$ cat src/rtl/ofdm_pkg.sv
// Shared OFDM framing constants and cyclic-prefix FSM encoding.
// Used by both the add and remove cyclic-prefix blocks.
package ofdm_pkg;

  localparam int N_FFT    = 64;
  localparam int N_CP     = 16;
  localparam int CP_WIDTH = 20;
  localparam int POS_W    = 7;
  localparam int IDX_W    = 6;

  typedef enum logic [1:0] {
    IDLE    = 2'd0,
    SKIP_CP = 2'd1,
    PASS    = 2'd2
  } cp_state_e;

endpackage

$ cat src/rtl/cp_pos_counter.sv
// Sample position counter within one OFDM symbol.
// Wraps after the last sample; clear drops a truncated symbol.
module cp_pos_counter #(
  parameter int SYM_LEN = ofdm_pkg::N_CP + ofdm_pkg::N_FFT
) (
  input  logic                      cp_clk,
  input  logic                      cp_rst_n,
  input  logic                      inc,
  input  logic                      clr,
  output logic [ofdm_pkg::POS_W-1:0] pos,
  output logic                      last
);
  import ofdm_pkg::*;

  localparam logic [POS_W-1:0] LAST = POS_W'(SYM_LEN - 1);

  assign last = (pos == LAST);

  always_ff @(posedge cp_clk or negedge cp_rst_n) begin
    if (!cp_rst_n) begin
      pos <= '0;
    end else if (clr) begin
      pos <= '0;
    end else if (inc) begin
      pos <= last ? '0 : pos + 1'b1;
    end
  end

endmodule

$ cat src/rtl/remove_cyclic_prefix.sv
// Strips the cyclic prefix from each received OFDM symbol.
// Useful samples leave one cycle later, tagged with their index.
module remove_cyclic_prefix #(
  parameter int WIDTH = ofdm_pkg::CP_WIDTH,
  parameter int N_FFT = ofdm_pkg::N_FFT,
  parameter int N_CP  = ofdm_pkg::N_CP
) (
  input  logic             cp_clk,
  input  logic             cp_rst_n,
  input  logic             din_valid,
  input  logic [WIDTH-1:0] cp_real_din,
  input  logic [WIDTH-1:0] cp_imag_din,
  output logic [WIDTH-1:0] cp_real_dout,
  output logic [WIDTH-1:0] cp_imag_dout,
  output logic             dout_valid,
  output logic [5:0]       dout_index,
  output logic             dout_sof,
  output logic             sym_err
);
  import ofdm_pkg::*;

  localparam logic [POS_W-1:0] CP_LAST = POS_W'(N_CP - 1);
  localparam logic [POS_W-1:0] CP_LEN  = POS_W'(N_CP);

  cp_state_e        state_q;
  cp_state_e        state_d;
  logic [POS_W-1:0] pos;
  logic             last;
  logic             inc;
  logic             clr;
  logic             trunc;
  logic             pass;
  logic [IDX_W-1:0] idx;

  cp_pos_counter #(
    .SYM_LEN (N_CP + N_FFT)
  ) u_pos (
    .cp_clk   (cp_clk),
    .cp_rst_n (cp_rst_n),
    .inc      (inc),
    .clr      (clr),
    .pos      (pos),
    .last     (last)
  );

  assign idx = IDX_W'(pos - CP_LEN);

  always_ff @(posedge cp_clk or negedge cp_rst_n) begin
    if (!cp_rst_n) begin
      state_q <= IDLE;
    end else begin
      state_q <= state_d;
    end
  end

  always_comb begin
    state_d = state_q;
    inc     = 1'b0;
    clr     = 1'b0;
    trunc   = 1'b0;
    pass    = 1'b0;
    unique case (state_q)
      IDLE: begin
        if (din_valid) begin
          inc     = 1'b1;
          state_d = SKIP_CP;
        end
      end
      SKIP_CP: begin
        if (din_valid) begin
          inc = 1'b1;
          if (pos == CP_LAST) begin
            state_d = PASS;
          end
        end else begin
          trunc   = 1'b1;
          clr     = 1'b1;
          state_d = IDLE;
        end
      end
      PASS: begin
        if (din_valid) begin
          inc  = 1'b1;
          pass = 1'b1;
          // After the last sample IDLE takes the next one with no gap
          if (last) begin
            state_d = IDLE;
          end
        end else begin
          trunc   = 1'b1;
          clr     = 1'b1;
          state_d = IDLE;
        end
      end
      default: begin
        clr     = 1'b1;
        state_d = IDLE;
      end
    endcase
  end

  always_ff @(posedge cp_clk or negedge cp_rst_n) begin
    if (!cp_rst_n) begin
      cp_real_dout <= '0;
      cp_imag_dout <= '0;
      dout_valid   <= 1'b0;
      dout_index   <= '0;
      dout_sof     <= 1'b0;
      sym_err      <= 1'b0;
    end else begin
      cp_real_dout <= pass ? cp_real_din : '0;
      cp_imag_dout <= pass ? cp_imag_din : '0;
      dout_valid   <= pass;
      dout_index   <= pass ? idx : '0;
      dout_sof     <= pass && (idx == '0);
      sym_err      <= trunc;
    end
  end

endmodule

$ cat config.mk
export PLATFORM = sky130hd
export DESIGN_NAME = remove_cyclic_prefix
export DESIGN_NICKNAME = d
export VERILOG_FILES = /design/src/rtl/ofdm_pkg.sv /design/src/rtl/cp_pos_counter.sv /design/src/rtl/remove_cyclic_prefix.sv
export SDC_FILE = /design/constraint.sdc
export NUM_CORES = 1
export LEC_CHECK = 0
export BUFFER_PORTS_ARGS = -buffer_cell sky130_fd_sc_hd__clkbuf_2
export CAP_MARGIN = 0
export CORE_MARGIN = 4
export CORE_UTILIZATION = 23
export DETAILED_ROUTE_END_ITERATION = 7
export PLACE_DENSITY = 0.51
export SLEW_MARGIN = 20
export SYNTH_ARGS = -nofsm -noshare
export SYNTH_HDL_FRONTEND = slang
export SYNTH_SLANG_ARGS = --single-unit
$ cat constraint.sdc
create_clock -name cp_clk -period 1.8 [get_ports cp_clk]
set_input_delay 0.09 -clock cp_clk [delete_from_list [all_inputs] [get_ports cp_clk]]
set_output_delay 0.09 -clock cp_clk [all_outputs]
set_load 0.02 [all_outputs]
==> flow_summary.json <==
{
  "run_status": "finished, final reports clean",
  "wire_length_of_the_first_global_routing_pass_microns": 9998,
  "synth_cell_types": 30,
  "worstPathMaxFanout": 6,
  "cts_made_buffers": 9,
  "finish.net_count": 375,
  "met3_usage": 0.03974,
  "timing.setup.critical_path_class": "reg2reg",
  "hold_viol": 0,
  "power.switching_mw": 0.8116,
  "die_h_microns": 106.7,
  "first_global_vias": 2103,
  "cp_startpoint": "state_q[1]$_DFFE_PN0P_",
  "drive_gt1_frac": 0.3689,
  "finalSetupTns_ps": 0,
  "synth_warnings": 0,
  "critical_path.reg2reg.startpoint": "state_q[1]$_DFFE_PN0P_",
  "required_ps": 2020,
  "p_sw_frac": 0.2408,
  "slew_headroom": 0.6271,
  "post_cts_resized": 0,
  "fmaxAchievable_ghz": 0.6142,
  "dieWidth_microns": 106.7,
  "layout_commonest_cell": "sky130_fd_sc_hd__clkbuf_2",
  "initial_core_utilization": 0.2393,
  "vdd.ir_drop.worst_v": 0.0003232,
  "final_period_minus_worst_setup_slack_ps": 1628,
  "dr.first_iter.drc_count": 85,
  "r2r-end": "u_pos.pos[4]$_DFFE_PN0P_",
  "clock_h_tree_levels": 3,
  "avgSynthCellArea_sq_um": 12.25,
  "clockPowerShare": 0.428,
  "numClockSinks": 58,
  "synth.largest_area_cell": "sky130_fd_sc_hd__dfrtp_1",
  "yosysSeqAreaShare": 0.6473,
  "crit_arrival_ps": 1850,
  "viasPerCell": 4.153,
  "mostFrequentLayoutCells": "sky130_fd_sc_hd__clkbuf_2 (91), sky130_fd_sc_hd__dfrtp_1 (58), sky130_fd_sc_hd__and3_1 (43)",
  "pin_count": 92,
  "drtAntennaViolNets": 0,
  "synth.area.top_cells": "sky130_fd_sc_hd__dfrtp_1 (65%), sky130_fd_sc_hd__and3_1 (12%), sky130_fd_sc_hd__ha_1 (5.0%)",
  "hold_path_depth": 2,
  "wirelength_microns": 6037,
  "port_buffers": 91,
  "share_seq_of_total_power": 0.408,
  "leakage_nw": 2.023,
  "min-delay-path-class": "in2reg",
  "antenna_found_initial": 0,
  "number_of_maximum_capacitance_violations": 0,
  "reg2reg_slack_ps": 170,
  "ff_latch_area_sq_mm": 0.001451,
  "die_area_sq_mm": 0.01139,
  "core_area_sq_mm": 0.009371,
  "timing.final.crit_share": 0.9045,
  "dr.pass1.iters": 4,
  "n_fill_cell": 937,
  "kind_of_end_point_of_the_critical_path": "register",
  "overflow": 0,
  "clock_skew_ps": 6.039,
  "grt_start_max_net_pins": 40,
  "number_of_setup_violations_in_the_final_report": 0,
  "maxSlewViolCount": 0,
  "power.total_mw": 3.371,
  "syn_area_sq_mm": 0.002242,
  "multi_input_comb_area_sq_um": 710.7,
  "grt_setup_unrepaired": "no",
  "clkLatencyLatePin_ps": 330,
  "ys_ff_latch": 58,
  "worst_hold_startpoint": "cp_real_din[16]",
  "setup_crit_start_kind": "register",
  "detailedPlacementHpwl_microns": 3993,
  "tritoncts": "done",
  "post-route-drc-count": 0,
  "end_point_of_the_most_critical_hold_path": "cp_real_dout[16]$_DFF_PN0_",
  "vias": 1898,
  "routed_wire_length_per_instance_microns": 13.21,
  "synth.net_count": 235,
  "routabilityCongestion": 0.7183,
  "powerDensity_mw_per_mm2": 950.6,
  "grt_use_total": 0.1117,
  "combPwrFrac": 0.164,
  "use_met1": 0.1204,
  "r2r_depth": 7,
  "top_usage_layer": "met2",
  "inserted_diodes": 0,
  "timing_worst_slew_pin_value_ps": 559.4,
  "use_met2": 0.1956,
  "netlist.area_leader.share": 0.6473,
  "area_growth_syn_to_layout_pct": 58.15,
  "cts.reportedPaths.clkPinSlew_ps": 70,
  "netlist_instances": 183,
  "cts_root_buf": "sky130_fd_sc_hd__clkbuf_8",
  "clock_path_buffers": 2,
  "internal_power_mw": 2.559,
  "placement_rows": 35
}
## layout make-up
class | instances | share of cell area
multi-input cells | 105 | 0.2004
clock buffers | 13 | 0.05046
flip-flops and latches | 58 | 0.4093
well taps | 129 | 0.04552
clock inverters | 3 | 0.01941
inverters | 7 | 0.007410
repair buffers | 142 | 0.2675
## cell usage after synthesis
master / count
sky130_fd_sc_hd__o2111ai_1: 2
sky130_fd_sc_hd__a311oi_1: 1
sky130_fd_sc_hd__a31o_2: 1
sky130_fd_sc_hd__o22ai_1: 2
sky130_fd_sc_hd__nor4_1: 1
sky130_fd_sc_hd__and3_1: 43
sky130_fd_sc_hd__nand4_2: 1
sky130_fd_sc_hd__nand3b_1: 1
sky130_fd_sc_hd__and4_1: 2
sky130_fd_sc_hd__ha_1: 9
sky130_fd_sc_hd__o31a_1: 1
sky130_fd_sc_hd__a21o_1: 1
sky130_fd_sc_hd__inv_1: 7
sky130_fd_sc_hd__and2b_1: 1
sky130_fd_sc_hd__nor3b_1: 1
sky130_fd_sc_hd__o21ai_0: 4
sky130_fd_sc_hd__a221oi_1: 1
sky130_fd_sc_hd__dfrtp_1: 58
sky130_fd_sc_hd__mux2i_1: 1
sky130_fd_sc_hd__nor3_1: 3
sky130_fd_sc_hd__nand2_1: 3
sky130_fd_sc_hd__a21oi_1: 4
sky130_fd_sc_hd__a211oi_1: 1
sky130_fd_sc_hd__o22a_1: 1
sky130_fd_sc_hd__clkbuf_1: 9
sky130_fd_sc_hd__xor2_1: 2
sky130_fd_sc_hd__nor2_1: 12
sky130_fd_sc_hd__buf_2: 4
sky130_fd_sc_hd__xnor2_1: 2
sky130_fd_sc_hd__nor2b_1: 4
## per-layer routing
layer	wire [microns]	up-vias
met2	3008	66
li1	-	908
met1	2515	916
met3	422	8
met5	0	-
met4	91	0
## worst max-delay path, cell delays in order (launching register included)
cell and delay [ps]:
sky130_fd_sc_hd__dfrtp_1 400, sky130_fd_sc_hd__inv_1 90, sky130_fd_sc_hd__ha_1 310, sky130_fd_sc_hd__mux2i_1 130, sky130_fd_sc_hd__buf_4 170, sky130_fd_sc_hd__o2111ai_1 230
sky130_fd_sc_hd__xnor2_1 150, sky130_fd_sc_hd__nor2_1 60
## metrics by stage
step | cell area, sq um | hold WS, ps | setup slack, ps | instances | utilization
2_1_floorplan | 2242 | -205.6 | 187.5 | 183 | -
3_3_place_gp | 2900 | 117.4 | 210.0 | 401 | 0.3095
3_5_place_dp | 2900 | 117.2 | 174.5 | 401 | 0.3095
4_1_cts | 3538 | 2.587 | 148.4 | 456 | 0.3776
5_1_grt | 3546 | 8.980 | 52.88 | 457 | 0.3784
6_report | 3546 | 24.31 | 172.0 | 457 | 0.3784
## registers in the layout, summed over array words and instances (netlist names)
| signal | flops |
|---|---|
| dout_index | 6 |
| dout_valid | 1 |
| dout_sof | 1 |
| cp_imag_dout | 20 |
| state_q | 2 |
| sym_err | 1 |
| u_pos.pos | 7 |
| cp_real_dout | 20 |
## cells by family (layout without fill, tap and decap cells)
kind of cell	after synthesis	count (layout)	synth area share
DFF	58	58	0.6473
and+or+nand+nor	72	72	0.1892
xor gates and xnor gates	4	4	0.01563
AOI/OAI and AO/OA	19	19	0.05748
buffers and inverters	20	165	0.03572
muxes	1	1	0.004464
adders and majority gates	9	9	0.05022
## worst max-delay path by stage
stage | to | slack, ps | cells past startpoint
6_report | u_pos.pos[4]$_DFFE_PN0P_ | 170 | 7
5_1_grt | u_pos.pos[3]$_DFFE_PN0P_ | 50 | 7
4_1_cts | u_pos.pos[4]$_DFFE_PN0P_ | 150 | 7
3_5_place_dp | u_pos.pos[4]$_DFFE_PN0P_ | 170 | 7
3_3_place_gp | u_pos.pos[5]$_DFFE_PN0P_ | 210 | 7
2_1_floorplan | u_pos.pos[5]$_DFFE_PN0P_ | 190 | 6
## power by group through the flow
stage	clock (mW)	sequential, mW	combinational (mW)
3_5_place_dp	0	1.41	0.463
2_1_floorplan	0	1.41	0.249
5_1_grt	1.56	1.38	0.626
6_report	1.44	1.38	0.552
3_3_place_gp	0	1.40	0.461
4_1_cts	1.50	1.38	0.532
## what timing repair did
action                     in CTS  in global routing
hold endpoints to repair       57                  0
buffers inserted                0                  1
setup endpoints to repair       0                  1
hold buffers                   39                  0
(Power assumes the default switching activity.)
